<file path="src/rtl/if_id_queue.sv">
// rtl/if_id_queue.sv - IF/ID pipeline register with prefetch queue; optional same-cycle bypass under `define IFQ_BYPASS_EN
module if_id_queue #(
    parameter int DEPTH = 4,
    parameter int AW    = 32,
    parameter int DW    = 32
) (
    input  logic                     clk,
    input  logic                     rst,
    input  logic [5:0]               stall,
    input  logic                     flush,
    input  logic                     if_valid,
    input  logic [AW-1:0]            if_pc,
    input  logic [DW-1:0]            if_inst,
    output logic                     if_ready,
    output logic [AW-1:0]            id_pc,
    output logic [DW-1:0]            id_inst,
    output logic                     id_valid,
    output logic [$clog2(DEPTH):0]   q_count
);

    localparam int PW = $clog2(DEPTH);
    localparam logic [PW:0] FULL = (PW+1)'(DEPTH);

    logic [AW+DW-1:0] mem [DEPTH];
    logic [PW-1:0]    rd_ptr;
    logic [PW-1:0]    wr_ptr;
    logic [PW:0]      count;

    logic push;
    logic pop;
    logic bypass;
    logic enq;

    // Only stall[1] (IF held) and stall[2] (ID held) matter here.
    logic unused_stall_bits;
    assign unused_stall_bits = ^{stall[5:3], stall[0]};

    // Ready looks only at the registered count, so a same-cycle pop never frees a slot.
    assign if_ready = !rst && (count != FULL);
    assign q_count  = count;

    // Decide this cycle's accepted push, pop and (optionally) bypass.
    always_comb begin
        push   = if_valid && if_ready;
        pop    = 1'b0;
        bypass = 1'b0;
        if (!flush && !stall[2] && !stall[1]) begin
            if (count != '0) begin
                pop = 1'b1;
            end
`ifdef IFQ_BYPASS_EN
            else if (push) begin
                bypass = 1'b1;
            end
`endif
        end
        enq = push && !bypass && !flush;
    end

    // Queue storage; a bypassed or flushed push is never written.
    always_ff @(posedge clk) begin
        if (enq) begin
            mem[wr_ptr] <= {if_pc, if_inst};
        end
    end

    // Pointers, occupancy and the ID register, in rst > flush > stall priority.
    always_ff @(posedge clk) begin
        if (rst) begin
            rd_ptr   <= '0;
            wr_ptr   <= '0;
            count    <= '0;
            id_pc    <= '0;
            id_inst  <= '0;
            id_valid <= 1'b0;
        end else if (flush) begin
            rd_ptr   <= '0;
            wr_ptr   <= '0;
            count    <= '0;
            id_pc    <= '0;
            id_inst  <= '0;
            id_valid <= 1'b0;
        end else begin
            if (enq) begin
                wr_ptr <= wr_ptr + PW'(1);
            end
            if (pop) begin
                rd_ptr <= rd_ptr + PW'(1);
            end
            case ({enq, pop})
                2'b10:   count <= count + (PW+1)'(1);
                2'b01:   count <= count - (PW+1)'(1);
                default: count <= count;
            endcase
            if (!stall[2]) begin
                if (stall[1]) begin
                    id_pc    <= '0;
                    id_inst  <= '0;
                    id_valid <= 1'b0;
                end else if (pop) begin
                    {id_pc, id_inst} <= mem[rd_ptr];
                    id_valid         <= 1'b1;
                end else if (bypass) begin
                    id_pc    <= if_pc;
                    id_inst  <= if_inst;
                    id_valid <= 1'b1;
                end else begin
                    id_pc    <= '0;
                    id_inst  <= '0;
                    id_valid <= 1'b0;
                end
            end
        end
    end

endmodule

</file>
<file path="config.mk">
export PLATFORM = sky130hd
export DESIGN_NAME = if_id_queue
export DESIGN_NICKNAME = d
export VERILOG_FILES = /design/src/rtl/if_id_queue.sv
export SDC_FILE = /design/constraint.sdc
export NUM_CORES = 1
export LEC_CHECK = 0
export CAP_MARGIN = 10
export CORE_AREA = 10 10 159 161
export CTS_CLUSTER_DIAMETER = 60
export DETAILED_ROUTE_END_ITERATION = 10
export DIE_AREA = 0 0 169 171
export PLACE_DENSITY = 0.78
export SYNTH_ARGS = -nofsm -noshare
export SYNTH_HDL_FRONTEND = slang
export SYNTH_SLANG_ARGS = --single-unit
</file>
<file path="constraint.sdc">
create_clock -name clk -period 9.7 [get_ports clk]
set_input_delay 0.97 -clock clk [delete_from_list [all_inputs] [get_ports clk]]
set_output_delay 0.97 -clock clk [all_outputs]
set_load 0.005 [all_outputs]
</file>
Word-level counts from Yosys, hierarchy flattened
Memory sizes are Yosys's and may differ from the RTL's. A register that Yosys moved wholly into a read port is not among the register bits.
Cells that the tools add are included.
{"block": "word_totals", "ff_bits": 72, "ramBits": 256, "inputBits": 74, "out_inout_bits": 69, "elab_cells": 39, "memories": 1}
{"block": "op_classes", "addsub": 4, "n_eq_ne": 3, "muxes": 13, "reduce_logical": 12}
{"name": "mem", "depth": 4, "width": 64, "read_ports": 1, "rd_clocked_by_memory_dff": 1, "wr": 1, "line_no": "24", "text": "logic [AW+DW-1:0] mem [DEPTH];"}
{"operator": "$mux 32", "count": 4}
{"operator": "$mux 1", "count": 6}
{"operator": "$pmux 3 s2", "count": 1}
{"operator": "$logic_and 1x1->1", "count": 5}
{"operator": "$add 2x1->2 const B", "count": 2}
{"operator": "$logic_not 1->1", "count": 4}
{"operator": "$mux 2", "count": 2}
{"operator": "$add 3x1->3 const B", "count": 1}
{"operator": "$ne 3x3->1 const B", "count": 1}
{"operator": "$reduce_bool 3->1", "count": 1}
{"operator": "$sub 3x1->3 const B", "count": 1}
{"operator": "$eq 2x1->1 const B", "count": 1}
{"operator": "$eq 2x2->1 const B", "count": 1}
{"operator": "$reduce_bool 2->1", "count": 1}
{"operator": "$reduce_or 2->1", "count": 1}

Longest topological paths before layout
Gate-level depths: netlist of run 1.
{"block": "depth", "word_depth": 6, "depth_mapped": 10, "depth_no_buf": 9}

Least setup slack after synthesis of run 1
No wires, ideal clock.
{"block": "synth_timing", "kind": "in2reg", "start": "in rst", "end": "mem mem[0][0] (netlist bit), enable pin", "setup_ns": 0.429, "arrival_ns": 3.307, "required_time_ns": 9.271, "slack_ns": 5.965, "stages": 4, "path_buffers": 1, "path_cell_list": "or2_1 -> clkbuf_1 -> nor3_1 -> and2_1"}
{"block": "synth_between", "elab_chain_cells": 6}
{"item": "start: declaration", "line_no": "8", "text": "input logic rst,"}
{"item": "$logic_not 1->1", "line_no": "39", "text": "assign if_ready = !rst && (count != FULL);"}
{"item": "$logic_and 1x1->1", "line_no": "39"}
{"item": "$logic_and 1x1->1", "line_no": "44", "text": "push = if_valid && if_ready;"}
{"item": "$logic_and 1x1->1", "line_no": "57", "text": "enq = push && !bypass && !flush;"}
{"item": "$mux 1", "line_no": "62", "text": "if (enq) begin"}
{"item": "$mux 1 (not written as such)", "line_no": "63", "text": "mem[wr_ptr] <= {if_pc, if_inst};"}
{"item": "end: declaration", "line_no": "24"}
No other way between the ends.

Worst setup path after layout of run 1
{"block": "layout_timing", "start": "in flush", "end": "mem mem[0][53] (netlist bit), enable pin"}
{"block": "layout_between", "elab_chain_cells": 4}
{"item": "start: declaration", "line_no": "10", "text": "input logic flush,"}
{"item": "$logic_not 1->1", "line_no": "57"}
{"item": "$logic_and 1x1->1", "line_no": "57"}
{"item": "$mux 1", "line_no": "62"}
{"item": "$mux 1 (not written as such)", "line_no": "63"}
No other way between the ends.

==> results of run 1 <==
placed cells by master (no fill, tap or decap), types with 2 or more instances in the layout:
master and n:
a21oi_1 8, a32o_1 64, and2_4 4, buf_4 4
bufinv_16 2, clkbuf_1 5, clkbuf_16 31, clkbuf_8 7
clkdlybuf4s50_1 137, clkinv_1 6, clkinv_2 4, dfxtp_1 72
dfxtp_4 2, edfxtp_1 256, ha_1 5, inv_1 9
mux4_2 64, nand2_1 2, nor2_1 4, nor3_1 2
o21ai_0 2, o21ai_1 2, or3_1 3, xor2_1 2
power by group through the flow:
stage               clock [mW]  combinational (mW)  sequential (mW)
floorplan                    0              0.0256             1.57
global placement             0              0.0707             1.57
detailed placement           0              0.0746             1.57
CTS                       1.19              0.0751             1.54
global route              1.25              0.0804             1.54
finish                    1.17              0.0745             1.54
cell families after synthesis:
group	Yosys count
DFF	330
AOI/OAI and AO/OA	77
muxes	64
buffers and inverters	43
and+or+nand+nor	24
adders and majority gates	6
xor gates and xnor gates	2
registers in the layout (all words and copies together) (netlist names), named ones only:
register	count
id_inst	32
mem	256
id_pc	32
id_valid	1
rd_ptr	2
wr_ptr	2
q_count	3
synthesized netlist by cell type:
| cell | number |
|---|---|
| buf_12 | 3 |
| dfxtp_1 | 74 |
| o21ai_0 | 2 |
| or4_1 | 1 |
| inv_1 | 9 |
| clkbuf_1 | 1 |
| nor3b_1 | 1 |
| and2_1 | 4 |
| edfxtp_1 | 256 |
| a21oi_1 | 8 |
| buf_6 | 8 |
| a32o_1 | 64 |
| mux4_2 | 64 |
| nand3_1 | 1 |
| nand3b_1 | 1 |
| nor3_4 | 1 |
| buf_4 | 1 |
| nor2_1 | 5 |
| o31ai_1 | 1 |
| o21ai_1 | 2 |
| ha_1 | 5 |
| buf_2 | 8 |
| or2_1 | 1 |
| dlygate4sd1_1 | 9 |
| nor3_1 | 2 |
| xor2_1 | 2 |
| dlygate4sd3_1 | 1 |
| or3_1 | 3 |
| or3_4 | 1 |
| nand2_1 | 2 |
| nor3_2 | 1 |
| fa_1 | 1 |
| buf_8 | 3 |
cell type report:
class / count / area share (%)
clock buffer: 43 / 6.19
timing repair buffer: 142 / 9.77
tap: 285 / 2.48
clock inverter: 14 / 0.825
inverter: 9 / 0.235
sequential: 330 / 63.7
multi-input combinational: 173 / 16.8
worst paths after layout:
kind	endpoint	slack, ns	cells past startpoint
setup / recovery	mem[0][53]	6.43	4
hold / removal	id_valid	0.48	2
setup reg to reg	q_count[2]	6.93	9
hold reg to reg	id_valid	0.48	2
per-layer routing:
layer / GRT usage [%] / routed length (um)
met1: 21.3 / 9620
met2: 26.8 / 11700
met3: 4.38 / 2110
met4: 3.94 / 376
met5: 0 / 0
through the flow:
step | std cells | setup slack [ns] | utilization, % | hold WS [ns] | power (mW)
finish | 996 | 6.43 | 64.8 | 0.476 | 2.78
detailed placement | 939 | 5.87 | 60.2 | 0.463 | 1.64
global placement | 939 | 6.01 | 60.2 | 0.452 | 1.64
global route | 996 | 6.31 | 64.8 | 0.498 | 2.87
floorplan | 546 | 5.96 | - | 0.453 | 1.59
CTS | 996 | 6.43 | 64.8 | 0.474 | 2.80
critical path: stages:
cell,delay (ns)
clkdlybuf4s50_1,0.50
or2_1,0.41
nor3_1,0.54
and2_4,0.93
==> key figures, run 1 <==
Yosys
  – Seq/Total Area, Yosys: approximately three quarters
  – Post-synthesis simple-gate area fraction: ~1.3%
  – Mean post-synth cell area: between 20 and 25 um2
  – Complex-gate fraction of the synthesized area: slightly below 6%
  – Mapped Cells: about 550
  – Post-synth top area share: around 64%
  – Syn_nets: 626
  – Largest cells by area after synthesis: edfxtp_1 (64%), dfxtp_1 (12%), mux4_2 (12%)
  – Flops & latches, synth: 330
  – Synth area leader: edfxtp_1
  – Largest family of logic cells by synthesized area: multiplexers
  – Synth Cell Area: between 10,000 and 15,000 um2
  – Yosys cell types: 33
  – Synth Area in Adders: less than 1%
  – Multiplexer share of the synthesized area: 12.1%
  – Synth Area in XOR/XNOR: 0.147%
  – YS warnings: 0

Worst hold path
  – Hold path start: id_valid
  – Hold Crit Class: reg2reg

Layout
  – Diode count: 0
  – Layout cells sized above 1: 17.6%
  – Fin nets: between 700 and 800
  – P&R area growth vs syn: 20.6%
  – Multi-input logic area: around 2400 um2
  – Register area: approximately 9200 um2
  – Filler cells: roughly 1.4k
  – Final Cell Area: between 10,000 and 15,000 um2

Worst setup path
  – CP max FO: between 60 and 70
  – Worst setup path start: flush
  – CP Capture Type: flip-flop
  – Critical path arrival: 3.42 ns
  – CP Class: in2reg
  – CP Launch Type: input pin
  – Worst Path Required: 9.85 ns
  – FF-to-FF Start: q_count[2]

Detailed routing
  – Post-DRT Antenna Nets: 0
  – Vias per Instance: 5.98
  – Routed length per instance: between 20 and 25 um
  – # DRC: 0
  – Initial DRT Pass Iterations: 5
  – Routed vias: just under 6k
  – Initial drt markers: between 400 and 500
  – Drt total wl: around 24,000 um

Timing
  – Worst slew pin tran: between 1 and 1.5 ns
  – Fmax: roughly 300 MHz
  – Final hold violation count: 0
  – Final Critical Period: around 3.3 ns
  – Post-route clock period utilization: between 30% and 40%
  – Clock Skew: ~0.016 ns
  – Final TNS setup: 0 ns
  – Final Slew Violations: 0
  – RSZ-0062 raised after global routing: no
  – # setup viols final: 0
  – Relative slew slack: a little over a quarter

Pwr
  – Psw: 0.522 mW
  – Combinational Power Share: roughly 2.7%
  – Maximum vdd drop: about 0.13 mV
  – Sequential Power Share: roughly 55%
  – Clock share of power: between 40 and 50%
  – Sw Share: 18.8%
  – Internal power: 2.26 mW
  – Leakage: between 4 and 5 nW
  – Cell Pwr Density: around 190 nW/um2

Clock network
  – Setup bufs post-CTS: 0
  – CTS tree: yes
  – H-tree Lvls: 1
  – Post-CTS sizing: 0
  – Clk pin slew, worst setup/hold paths: 0.06 ns
  – Worst-Skew Late Latency: roughly 0.54 ns
  – Hold Buf Count CTS: 0
  – Root Driver: clkbuf_16
  – CTS sink cnt: 330
  – CTS Buffer Depth: 3
  – CTS Buf Count: 31

Placement
  – Port buffer count: ~140
  – Post-Place Cell Area: approximately 13,000 um2
  – Gpl congestion: approximately 0.74
  – HPWL after DPL: between 10,000 and 15,000 um

Die
  – # IOs: around 140
  – Core area: 22,200 um2
  – Die width: about 170 um
  – Die H: about 170 um
  – Die Area: slightly below 30,000 um2
  – Row cnt: between 50 and 60
  – Starting density of the core: between 50% and 60%

GRT
  – First-pass GRT wire length: between 30,000 and 40,000 um
  – Largest net degree at the start of global routing: a little under 70
  – Remaining Overflow, GRT: 0
  – Vias in the first global route: about 6.6k
  – Initial antenna violation count: 0
  – GR Util All Layers: around 16%

Job
  – Max Cap Viol: 0

Status
  – Outcome: finished, final reports clean
(Power assumes the default switching activity.)
==> run 2: changes to the inputs <==
CORE_AREA = 10 10 166 168   (was 10 10 159 161)
DIE_AREA = 0 0 176 178   (was 0 0 169 171)
PLACE_DENSITY = 0.75   (was 0.78)
clock period = 2.7 ns   (was 9.7 ns; I/O delays follow)
==> key figures, run 2 (same netlist as run 1, synthesis figures left out) <==
Status
  – Outcome: finished, final reports clean

Clock network
  – Clk pin slew, worst setup/hold paths: 0.06 ns (about the same)
  – Hold Buf Count CTS: 0 (unchanged)
  – H-tree Lvls: 2 (+1)
  – Post-CTS sizing: 0 (unchanged)
  – CTS sink cnt: 330 (unchanged)
  – CTS Buffer Depth: 3 (unchanged)
  – Root Driver: clkbuf_16
  – CTS Buf Count: 34 (+9.7%)
  – CTS tree: yes
  – Worst-Skew Late Latency: 0.50 ns (-0.04 ns)
  – Setup bufs post-CTS: 0 (unchanged)

Worst setup path
  – FF-to-FF Start: q_count[2]
  – CP max FO: 6 (-91%)
  – CP Class: reg2reg
  – CP Launch Type: flip-flop
  – Critical R2R Capture: q_count[2]
  – Reg2reg path depth: 9 (unchanged)
  – Worst setup path end: q_count[2]
  – Worst setup path start: q_count[2]
  – Worst Path Required: 3.12 ns (-6.73 ns)
  – Critical path arrival: 2.73 ns (-0.69 ns)
  – Internal reg-to-reg setup slack: 0.40 ns (-6.53 ns)
  – CP Capture Type: flip-flop

Timing
  – # setup viols final: 0 (unchanged)
  – Post-route clock period utilization: ~85%
  – RSZ-0062 raised after global routing: no
  – Worst slew pin tran: 0.892 ns (-0.202 ns)
  – Fmax: roughly 430 MHz
  – Final Critical Period: about 2.3 ns
  – Final hold violation count: 0 (unchanged)
  – Final hold slack: 0.153 ns (-0.323 ns)
  – Clock Skew: 0.0146 ns (-0.00122 ns)
  – Final Slew Violations: 0 (unchanged)
  – Relative slew slack: 40.6% (+13 points)
  – Final TNS setup: 0 ns (unchanged)

Die
  – Core area: 24,100 um2 (+8.4%)
  – Die width: 176 um (+4.1%)
  – Die Area: 31,300 um2 (+8.4%)
  – Starting density of the core: 49.5% (-4.2 points)
  – Row cnt: 57 (+3.6%)
  – Die H: 178 um (+4.1%)
  – # IOs: 143 (unchanged)

Pwr
  – Maximum vdd drop: 0.412 mV (+210%)
  – Cell Pwr Density: 693 nW/um2 (+260%)
  – Leakage: 4.64 nW (+2.9%)

GRT
  – Initial antenna violation count: 0 (unchanged)
  – Met1 Use GR: 19.5% (-1.8 points)
  – Grt peak-use layer: met2
  – Remaining Overflow, GRT: 0 (unchanged)
  – Largest net degree at the start of global routing: 66 (-2.9%)
  – GR Util All Layers: 15.9% (-0.41 points)
  – First-pass GRT wire length: 38,200 um (+2.7%)
  – Vias in the first global route: 6,615 (+0.96%)
  – M2 GR Usage: 27.1% (+0.29 points)
  – GRT met3 Usage: 4.69% (+0.31 points)

Worst hold path
  – Hold Crit Class: in2reg

Detailed routing
  – Routed length per instance: 23.5 um (-1.7%)
  – Initial DRT Pass Iterations: 5 (unchanged)
  – Post-DRT Antenna Nets: 0 (unchanged)
  – Initial drt markers: 388 (-20%)
  – # DRC: 0 (unchanged)
  – Routed vias: 6,047 (+1.5%)
  – Drt total wl: 24,800 um (+4.0%)
  – Vias per Instance: 5.74 (-4.1%)

Layout
  – Largest registers: mem: 256 flops, id_inst: 32 flops, id_pc: 32 flops
  – Most common cell after layout, fill and taps aside: edfxtp_1
  – Register area: 9180 um2 (unchanged)
  – Fin nets: 784 (+2.2%)
  – Number of flip-flops in the largest register: 256 (unchanged)
  – Diode count: 0 (unchanged)
  – Multi-input logic area: 2420 um2 (unchanged)
  – P&R area growth vs syn: 23.6%
  – Largest Register: mem
  – Most frequent cells in the layout: edfxtp_1 (256), clkdlybuf4s50_1 (137), dfxtp_1 (72), mux4_2 (64), a32o_1 (64)
  – Filler cells: 1,720 (+19%)
  – Layout cells sized above 1: 19.3% (+1.7 points)

Placement
  – Port buffer count: 138 (unchanged)
  – HPWL after DPL: 14,700 um (+13%)
  – Gpl congestion: 0.732 (-1.2%)

Job
  – Max Cap Viol: 0 (unchanged)
[run 2: layout make-up]
class	instances	share of cell area, %
timing repair buffer	156	11.2
tap	324	2.75
sequential	330	62.2
clock inverter	8	0.322
clock buffer	54	6.98
multi-input combinational	173	16.4
inverter	9	0.229
[run 2: layer usage]
metal	vias to the layer above	share of wire, %
li1	2623	-
met1	3152	39
met2	241	51
met3	31	8.1
met4	0	1.5
met5	-	0
[run 2: report_power, final]
| group | leakage [nW] | internal, mW | switching (mW) | total (mW) |
|---|---|---|---|---|
| clock | 0.519 | 2.63 | 1.78 | 4.42 |
| sequential | 2.91 | 5.51 | 0.0116 | 5.52 |
| combinational | 1.21 | 0.139 | 0.149 | 0.288 |
| total | 4.64 | 8.28 | 1.95 | 10.2 |
[run 2: worst min-delay path by stage]
| stage | slack [ns] | end | depth (start not counted) | start |
|---|---|---|---|---|
| 2_1_floorplan | 0.37 | mem[0][0] | 0 | if_inst[0] |
| 3_3_place_gp | 0.46 | flip-flop | 2 | rd_ptr[1] |
| 3_5_place_dp | 0.49 | id_valid | 2 | id_valid |
| 4_1_cts | 0.12 | flip-flop | 4 | stall[2] |
| 5_1_grt | 0.17 | flip-flop | 4 | stall[2] |
| 6_report | 0.15 | flip-flop | 4 | stall[2] |
[run 2: worst max-delay path: stages (launching register included)]
cell and delay (ns):
dfxtp_1 0.43, nor3b_1 0.28, nor3_1 0.11, inv_1 0.08
ha_1 0.20, inv_1 0.08, fa_1 0.40, xor2_1 0.17
or3_1 0.31, a21oi_1 0.17
[run 2: through the flow]
step / setup slack [ns] / std cells / cell area, um2 / power (mW) / util [%]
floorplan: 0.353 / 546 / 11900 / 5.72 / -
global placement: 0.296 / 992 / 13700 / 5.89 / 56.8
detailed placement: 0.0856 / 992 / 13700 / 5.91 / 56.8
CTS: 0.415 / 1054 / 14800 / 10.3 / 61.2
global route: 0.218 / 1054 / 14800 / 10.6 / 61.2
finish: 0.396 / 1054 / 14800 / 10.2 / 61.2
